**config.mk**
```make
export PLATFORM = sky130hd
export DESIGN_NAME = pwm_motor_array
export DESIGN_NICKNAME = d
export VERILOG_FILES = /design/src/rtl/pwm_motor_array_pkg.sv /design/src/rtl/pwm_motor_channel.sv /design/src/rtl/pwm_motor_array.sv
export SDC_FILE = /design/constraint.sdc
export NUM_CORES = 1
export LEC_CHECK = 0
export ABC_AREA = 1
export BUFFER_PORTS_ARGS = -buffer_cell sky130_fd_sc_hd__buf_2
export CAP_MARGIN = 10
export CORE_AREA = 2 2 130 132
export CTS_CLUSTER_SIZE = 8
export DETAILED_ROUTE_END_ITERATION = 12
export DIE_AREA = 0 0 132 134
export PLACE_DENSITY = 0.67
export SYNTH_ARGS = -nofsm -noshare
export SYNTH_HDL_FRONTEND = slang
export SYNTH_HIERARCHICAL = 1
export SYNTH_SLANG_ARGS = --single-unit
```
**constraint.sdc**
```tcl
create_clock -name RAW_clk -period 10.5 [get_ports RAW_clk]
set_input_delay 2.1 -clock RAW_clk [delete_from_list [all_inputs] [get_ports RAW_clk]]
set_output_delay 2.1 -clock RAW_clk [all_outputs]
set_load 0.005 [all_outputs]
```
**src/rtl/pwm_motor_array_pkg.sv**
```systemverilog
// Shared definitions for the PWM motor array: channel state encoding and
// default parameter values.
package pwm_motor_array_pkg;

    typedef enum logic [2:0] {
        ST_IDLE  = 3'd0,
        ST_RUN   = 3'd1,
        ST_DRAIN = 3'd2,
        ST_DEAD  = 3'd3,
        ST_FAULT = 3'd4
    } ch_state_t;

    localparam int DEF_N_CH      = 2;
    localparam int DEF_DUTY_W    = 8;
    localparam int DEF_PRESC     = 400;
    localparam int DEF_RAMP_STEP = 4;
    localparam int DEF_FILT      = 16;
    localparam int DEF_HOLD      = 500;

endpackage

```
**src/rtl/pwm_motor_channel.sv**
```systemverilog
// One motor channel: duty ramp, H-bridge leg sequencing through a dead period
// on reversal, and filtered overcurrent lockout.
module pwm_motor_channel
    import pwm_motor_array_pkg::*;
#(
    parameter int DUTY_W    = DEF_DUTY_W,
    parameter int RAMP_STEP = DEF_RAMP_STEP,
    parameter int FILT      = DEF_FILT,
    parameter int HOLD      = DEF_HOLD
) (
    input  logic              clk,
    input  logic              rst,
    input  logic              period_end,
    input  logic [DUTY_W-1:0] cnt,
    input  logic              enable,
    input  logic              dir,
    input  logic [DUTY_W-1:0] duty_tgt,
    input  logic              sns,
    output logic              pwm,
    output logic              fwd,
    output logic              bwd,
    output logic              fault,
    output logic [DUTY_W-1:0] duty_now
);

    localparam int FW     = $clog2(FILT + 1);
    localparam int HW     = $clog2(HOLD + 1);
    localparam int STEP_C = (RAMP_STEP > (1 << DUTY_W)) ? (1 << DUTY_W) : RAMP_STEP;
    localparam logic [DUTY_W:0] STEP = (DUTY_W + 1)'(STEP_C);

    ch_state_t         state, state_nxt;
    logic              act_dir, act_dir_nxt;
    logic [DUTY_W-1:0] duty, duty_nxt, drain_duty;
    logic [HW-1:0]     hold_cnt, hold_nxt;
    logic [1:0]        sync;
    logic [FW-1:0]     filt_cnt;
    logic              filt_hit, legs_on, pwm_q;

    // Move cur toward tgt by at most STEP; computed one bit wider so it never wraps.
    function automatic logic [DUTY_W-1:0] ramp(input logic [DUTY_W-1:0] cur,
                                               input logic [DUTY_W-1:0] tgt);
        logic [DUTY_W:0] diff, step, res;
        res = {1'b0, cur};
        if (tgt > cur) begin
            diff = {1'b0, tgt} - {1'b0, cur};
            step = (diff > STEP) ? STEP : diff;
            res  = {1'b0, cur} + step;
        end else if (tgt < cur) begin
            diff = {1'b0, cur} - {1'b0, tgt};
            step = (diff > STEP) ? STEP : diff;
            res  = {1'b0, cur} - step;
        end
        return res[DUTY_W-1:0];
    endfunction

    assign filt_hit   = (filt_cnt == FW'(FILT));
    assign drain_duty = ramp(duty, '0);

    always_comb begin
        state_nxt   = state;
        act_dir_nxt = act_dir;
        duty_nxt    = duty;
        hold_nxt    = hold_cnt;
        if (filt_hit && state != ST_IDLE && state != ST_FAULT) begin
            state_nxt = ST_FAULT;
            duty_nxt  = '0;
            hold_nxt  = '0;
        end else begin
            case (state)
                ST_IDLE: begin
                    duty_nxt = '0;
                    if (enable) begin
                        act_dir_nxt = dir;
                        state_nxt   = ST_RUN;
                    end
                end
                ST_RUN: begin
                    if (!enable || dir != act_dir)
                        state_nxt = ST_DRAIN;
                    else if (period_end)
                        duty_nxt = ramp(duty, duty_tgt);
                end
                ST_DRAIN: begin
                    // Dead period is timed from the period_end at which duty lands on 0.
                    if (period_end) begin
                        duty_nxt = drain_duty;
                        if (drain_duty == '0)
                            state_nxt = ST_DEAD;
                    end
                end
                ST_DEAD: begin
                    if (period_end) begin
                        if (enable) begin
                            act_dir_nxt = dir;
                            state_nxt   = ST_RUN;
                        end else begin
                            state_nxt = ST_IDLE;
                        end
                    end
                end
                ST_FAULT: begin
                    duty_nxt = '0;
                    if (period_end) begin
                        if (hold_cnt == HW'(HOLD - 1)) begin
                            hold_nxt  = '0;
                            state_nxt = ST_IDLE;
                        end else begin
                            hold_nxt = hold_cnt + 1'b1;
                        end
                    end
                end
                default: state_nxt = ST_IDLE;
            endcase
        end
    end

    assign legs_on = (state == ST_RUN) || (state == ST_DRAIN);

    always_ff @(posedge clk or posedge rst) begin
        if (rst) begin
            state    <= ST_IDLE;
            act_dir  <= 1'b0;
            duty     <= '0;
            hold_cnt <= '0;
            sync     <= '0;
            filt_cnt <= '0;
            pwm_q    <= 1'b0;
        end else begin
            state    <= state_nxt;
            act_dir  <= act_dir_nxt;
            duty     <= duty_nxt;
            hold_cnt <= hold_nxt;
            sync     <= {sync[0], sns};
            if (!sync[1])
                filt_cnt <= '0;
            else if (!filt_hit)
                filt_cnt <= filt_cnt + 1'b1;
            pwm_q    <= legs_on && (duty > cnt);
        end
    end

    assign pwm      = pwm_q;
    assign fwd      = legs_on && act_dir;
    assign bwd      = legs_on && !act_dir;
    assign fault    = (state == ST_FAULT);
    assign duty_now = duty;

endmodule

```
**src/rtl/pwm_motor_array.sv**
```systemverilog
// Multi-channel PWM motor driver: one shared tick prescaler and period counter
// feeding N_CH independent channel controllers.
module pwm_motor_array
    import pwm_motor_array_pkg::*;
#(
    parameter int N_CH      = DEF_N_CH,
    parameter int DUTY_W    = DEF_DUTY_W,
    parameter int PRESC     = DEF_PRESC,
    parameter int RAMP_STEP = DEF_RAMP_STEP,
    parameter int FILT      = DEF_FILT,
    parameter int HOLD      = DEF_HOLD
) (
    input  logic                     RAW_clk,
    input  logic                     RAW_reset,
    input  logic [N_CH-1:0]          enable,
    input  logic [N_CH-1:0]          dir,
    input  logic [N_CH*DUTY_W-1:0]   duty_tgt,
    input  logic [N_CH-1:0]          sns,
    output logic [N_CH-1:0]          pwm,
    output logic [N_CH-1:0]          fwd,
    output logic [N_CH-1:0]          bwd,
    output logic [N_CH-1:0]          fault,
    output logic [N_CH*DUTY_W-1:0]   duty_now
);

    localparam int PW = $clog2(PRESC);

    logic [PW-1:0]     presc;
    logic [DUTY_W-1:0] cnt;
    logic              tick, period_end;

    assign tick       = (presc == PW'(PRESC - 1));
    assign period_end = tick && (cnt == '1);

    always_ff @(posedge RAW_clk or posedge RAW_reset) begin
        if (RAW_reset) begin
            presc <= '0;
            cnt   <= '0;
        end else if (tick) begin
            presc <= '0;
            cnt   <= cnt + 1'b1;
        end else begin
            presc <= presc + 1'b1;
        end
    end

    for (genvar k = 0; k < N_CH; k++) begin : g_ch
        pwm_motor_channel #(
            .DUTY_W    (DUTY_W),
            .RAMP_STEP (RAMP_STEP),
            .FILT      (FILT),
            .HOLD      (HOLD)
        ) u_ch (
            .clk        (RAW_clk),
            .rst        (RAW_reset),
            .period_end (period_end),
            .cnt        (cnt),
            .enable     (enable[k]),
            .dir        (dir[k]),
            .duty_tgt   (duty_tgt[k*DUTY_W +: DUTY_W]),
            .sns        (sns[k]),
            .pwm        (pwm[k]),
            .fwd        (fwd[k]),
            .bwd        (bwd[k]),
            .fault      (fault[k]),
            .duty_now   (duty_now[k*DUTY_W +: DUTY_W])
        );
    end

endmodule

```
==> impl_results.md <==
* #FFs+latches synth at 75
* Async S/R FF share, synth at 100%
* Slowest CP cell: fa_1
* Clock slew at reported path FFs at 0.06 ns
* DP Wirelength at 14800 µm
* Startpoint types: primary input
* Final Cycle Share at 53.1%
* Clock sinks at 75
* GR peak layer: met2
* Worst Setup Slack, final at 4.92 ns
* Antenna violations before repair at 0
* Initial Util at 49.5%
* Post-CTS Resized at 0
* Final setup violation count at 0
* CTS tree: done
* Switching share of power at 52.9%
* Area leader, netlist: dfrtp_1
* Met3 Usage GRT at 2.15%
* Share of layout cells above drive strength 1 at 14.0%
* R2R setup slack at 6.18 ns
* Vias in the first global route at 7147
* Syn-to-layout area delta at 9.53%
* M1 GR Usage at 30.3%
* Total die area at 17700 µm²
* Max cap viols at 0
* # port buffers at 47
* Crit path time final at 5.58 ns
* Core ar. at 16300 µm²
* Logic pwr share at 67.4%
* DP Worst Slack at 4.61 ns
* Synth warn at 6
* # IOs at 48
* Commonest non-fill, non-tap cells in the layout: nand2_1, inv_1, nor2_1
* Share of power burned in registers at 19.2%
* Arr. time, crit path at 5.80 ns
* Setup TNS at 0 ns
* Drt wl/cell at 12.9 µm
* Lkg Pwr at 4.73 nW
* Final Hold Violating Endpoints at 0
* IR drop worst, VDD at 0.0907 mV
* Crit path top cell by count: nand2_1
* DR iter-0 viols at 560
* Worst setup path class: primary input to register
* Normalized max-slew margin at 52.7%
* CP Capture Type: register
* Post-CTS setup buffer count at 0
* Diode count at 0
* Post-synth EDFFs at 0
* Proportion of netlist area held by the largest area contributor at 23.3%
* Syn Inst Count at 1190
* Sw Pwr at 1.24 mW
* Sequential fraction of the synthesis area at 23.3%
* Netlist Area Pre-Place at 8060 µm²
* Status: complete, no violations
* Rows at 47
* GP Congestion at 0.891
* Chip height at 134 µm
* Worst Hold Class: register to register
* Least-Margin Pin Slew at 0.706 ns
* Clock buffer depth at 2
* Top FF cell, synth: dfrtp_1
* Worst-path fanout max at 4
* Crit path largest cell delay at 0.45 ns
* CP required at 10.72 ns
* Hold buffers post-CTS at 0
* First-pass GRT wire length at 32800 µm
* Most common library cell in the layout ignoring fill and taps: nand2_1
* Tot GR Track Use at 22.1%
* Max Slew Vio Count at 0
* Nets@finish at 1364
* Routing usage on met2 at 37.7%
* Total grt overflow at 0
* Final Routed Wirelength at 18900 µm
* Total power at 2.34 mW
* Clock H-tree levels at 3
* Clock Tree Root: clkbuf_16
* Syn_area_per_cell at 6.78 µm²
* Skew final at 0.00574 ns
* RSZ-0062 raised after global routing: no
* Antenna-violating nets left at 0
* Vias post-DR at 7531
* Post-synthesis cell type count at 54
* Post-route DRC at 0
* Die Wd at 132 µm
* Pin count of the biggest net entering global routing at 30
* Later-pin clock latency in the skew report at 0.33 ns
* CTS Buf Count at 9
* F_max at 0.179 GHz
* P_int at 1.10 mW
* Synth top area cells: dfrtp_1, ha_1, nand2_1
* Pwr Density at 265 nW/µm²
* Pre-antenna DRT Iters at 7
* Via/cell ratio at 5.12
* Clock power frac at 13.3%
registers in the layout (all words and copies together) (netlist names):
| register | flops |
|---|---|
| g_ch.u_ch/sync | 4 |
| g_ch.u_ch/hold_cnt | 18 |
| g_ch.u_ch/state | 6 |
| presc | 9 |
| g_ch.u_ch/pwm | 2 |
| g_ch.u_ch/filt_cnt | 10 |
| cnt | 8 |
| g_ch.u_ch/act_dir | 2 |
| g_ch.u_ch/duty_now | 16 |
critical path: cells and delay by family:
family,cells,cell delay (ns)
AO/OA/AOI/OAI,3,0.46
XOR/XNOR,1,0.18
adder cells (fa/ha/maj),4,1.18
buffers and inverters,6,0.42
AND/OR/NAND/NOR,16,1.46
cell usage after synthesis (6+ instances only):
cell type,number
nor2_4,8
xor2_1,28
o21ai_1,17
nor3_1,13
nand4_1,20
fa_1,6
o211ai_1,8
dfrtp_1,75
o21ai_0,61
inv_2,21
nand2_2,26
inv_1,204
nor2_2,13
a21oi_2,7
a21oi_1,50
nand3_1,83
nand3_2,15
or2_2,6
nand2_1,270
nor2_1,100
ha_1,88
per-stage QoR:
step	area [µm²]	hold WS [ns]	util (%)	std cells
6_report	8830	0.347	54.2	1470
5_1_grt	8830	0.359	54.2	1470
3_3_place_gp	8530	0.334	52.4	1455
4_1_cts	8830	0.350	54.2	1470
2_1_floorplan	8090	0.331	-	1196
3_5_place_dp	8530	0.336	52.4	1455
routing by layer:
layer,up-vias,routed length (µm)
li1,3921,-
met1,3447,9320
met2,143,8790
met3,20,538
met4,0,249
met5,-,0
final timing paths:
path / startpoint / endpoint / cells after the start
worst max-delay path: duty_tgt[8] / g_ch[1].u_ch/duty_now[6] / 30
worst min-delay path: g_ch[1].u_ch/sync[0] / g_ch[1].u_ch/sync[1] / 0
worst max register to register: g_ch[1].u_ch/duty_now[3] / g_ch[1].u_ch/duty_now[6] / 28
worst min register to register: g_ch[1].u_ch/sync[0] / g_ch[1].u_ch/sync[1] / 0
max in group asynchronous: RAW_reset / cnt[2] / 2
min in group asynchronous: RAW_reset / g_ch[1].u_ch/hold_cnt[1] / 3
cell type report:
cell class | count | area, µm²
repair buffers | 49 | 250
multi-input cells | 882 | 5250
clock inverters | 4 | 50.0
inverters | 229 | 876
fillers | 1646 | 7460
clock buffers | 11 | 253
flip-flops and latches | 75 | 1880
well taps | 220 | 275
logic make-up after synthesis:
| kind of cell | synth area share, % |
|---|---|
| and+or+nand+nor | 32.9 |
| buffers and inverters | 11.9 |
| AOI/OAI and AO/OA | 12.7 |
| adders and majority gates | 15.1 |
| DFF | 23.3 |
| xor gates and xnor gates | 3.79 |
| other | 0.186 |
| muxes | 0.124 |
power by group through the flow:
stage / Clock, mW / Sequential (mW) / Combinational (mW)
2_1_floorplan: 0 / 0.411 / 1.24
3_3_place_gp: 0 / 0.456 / 1.55
3_5_place_dp: 0 / 0.454 / 1.55
4_1_cts: 0.321 / 0.449 / 1.57
5_1_grt: 0.333 / 0.458 / 1.80
6_report: 0.312 / 0.450 / 1.58
(Power assumes the default switching activity.)
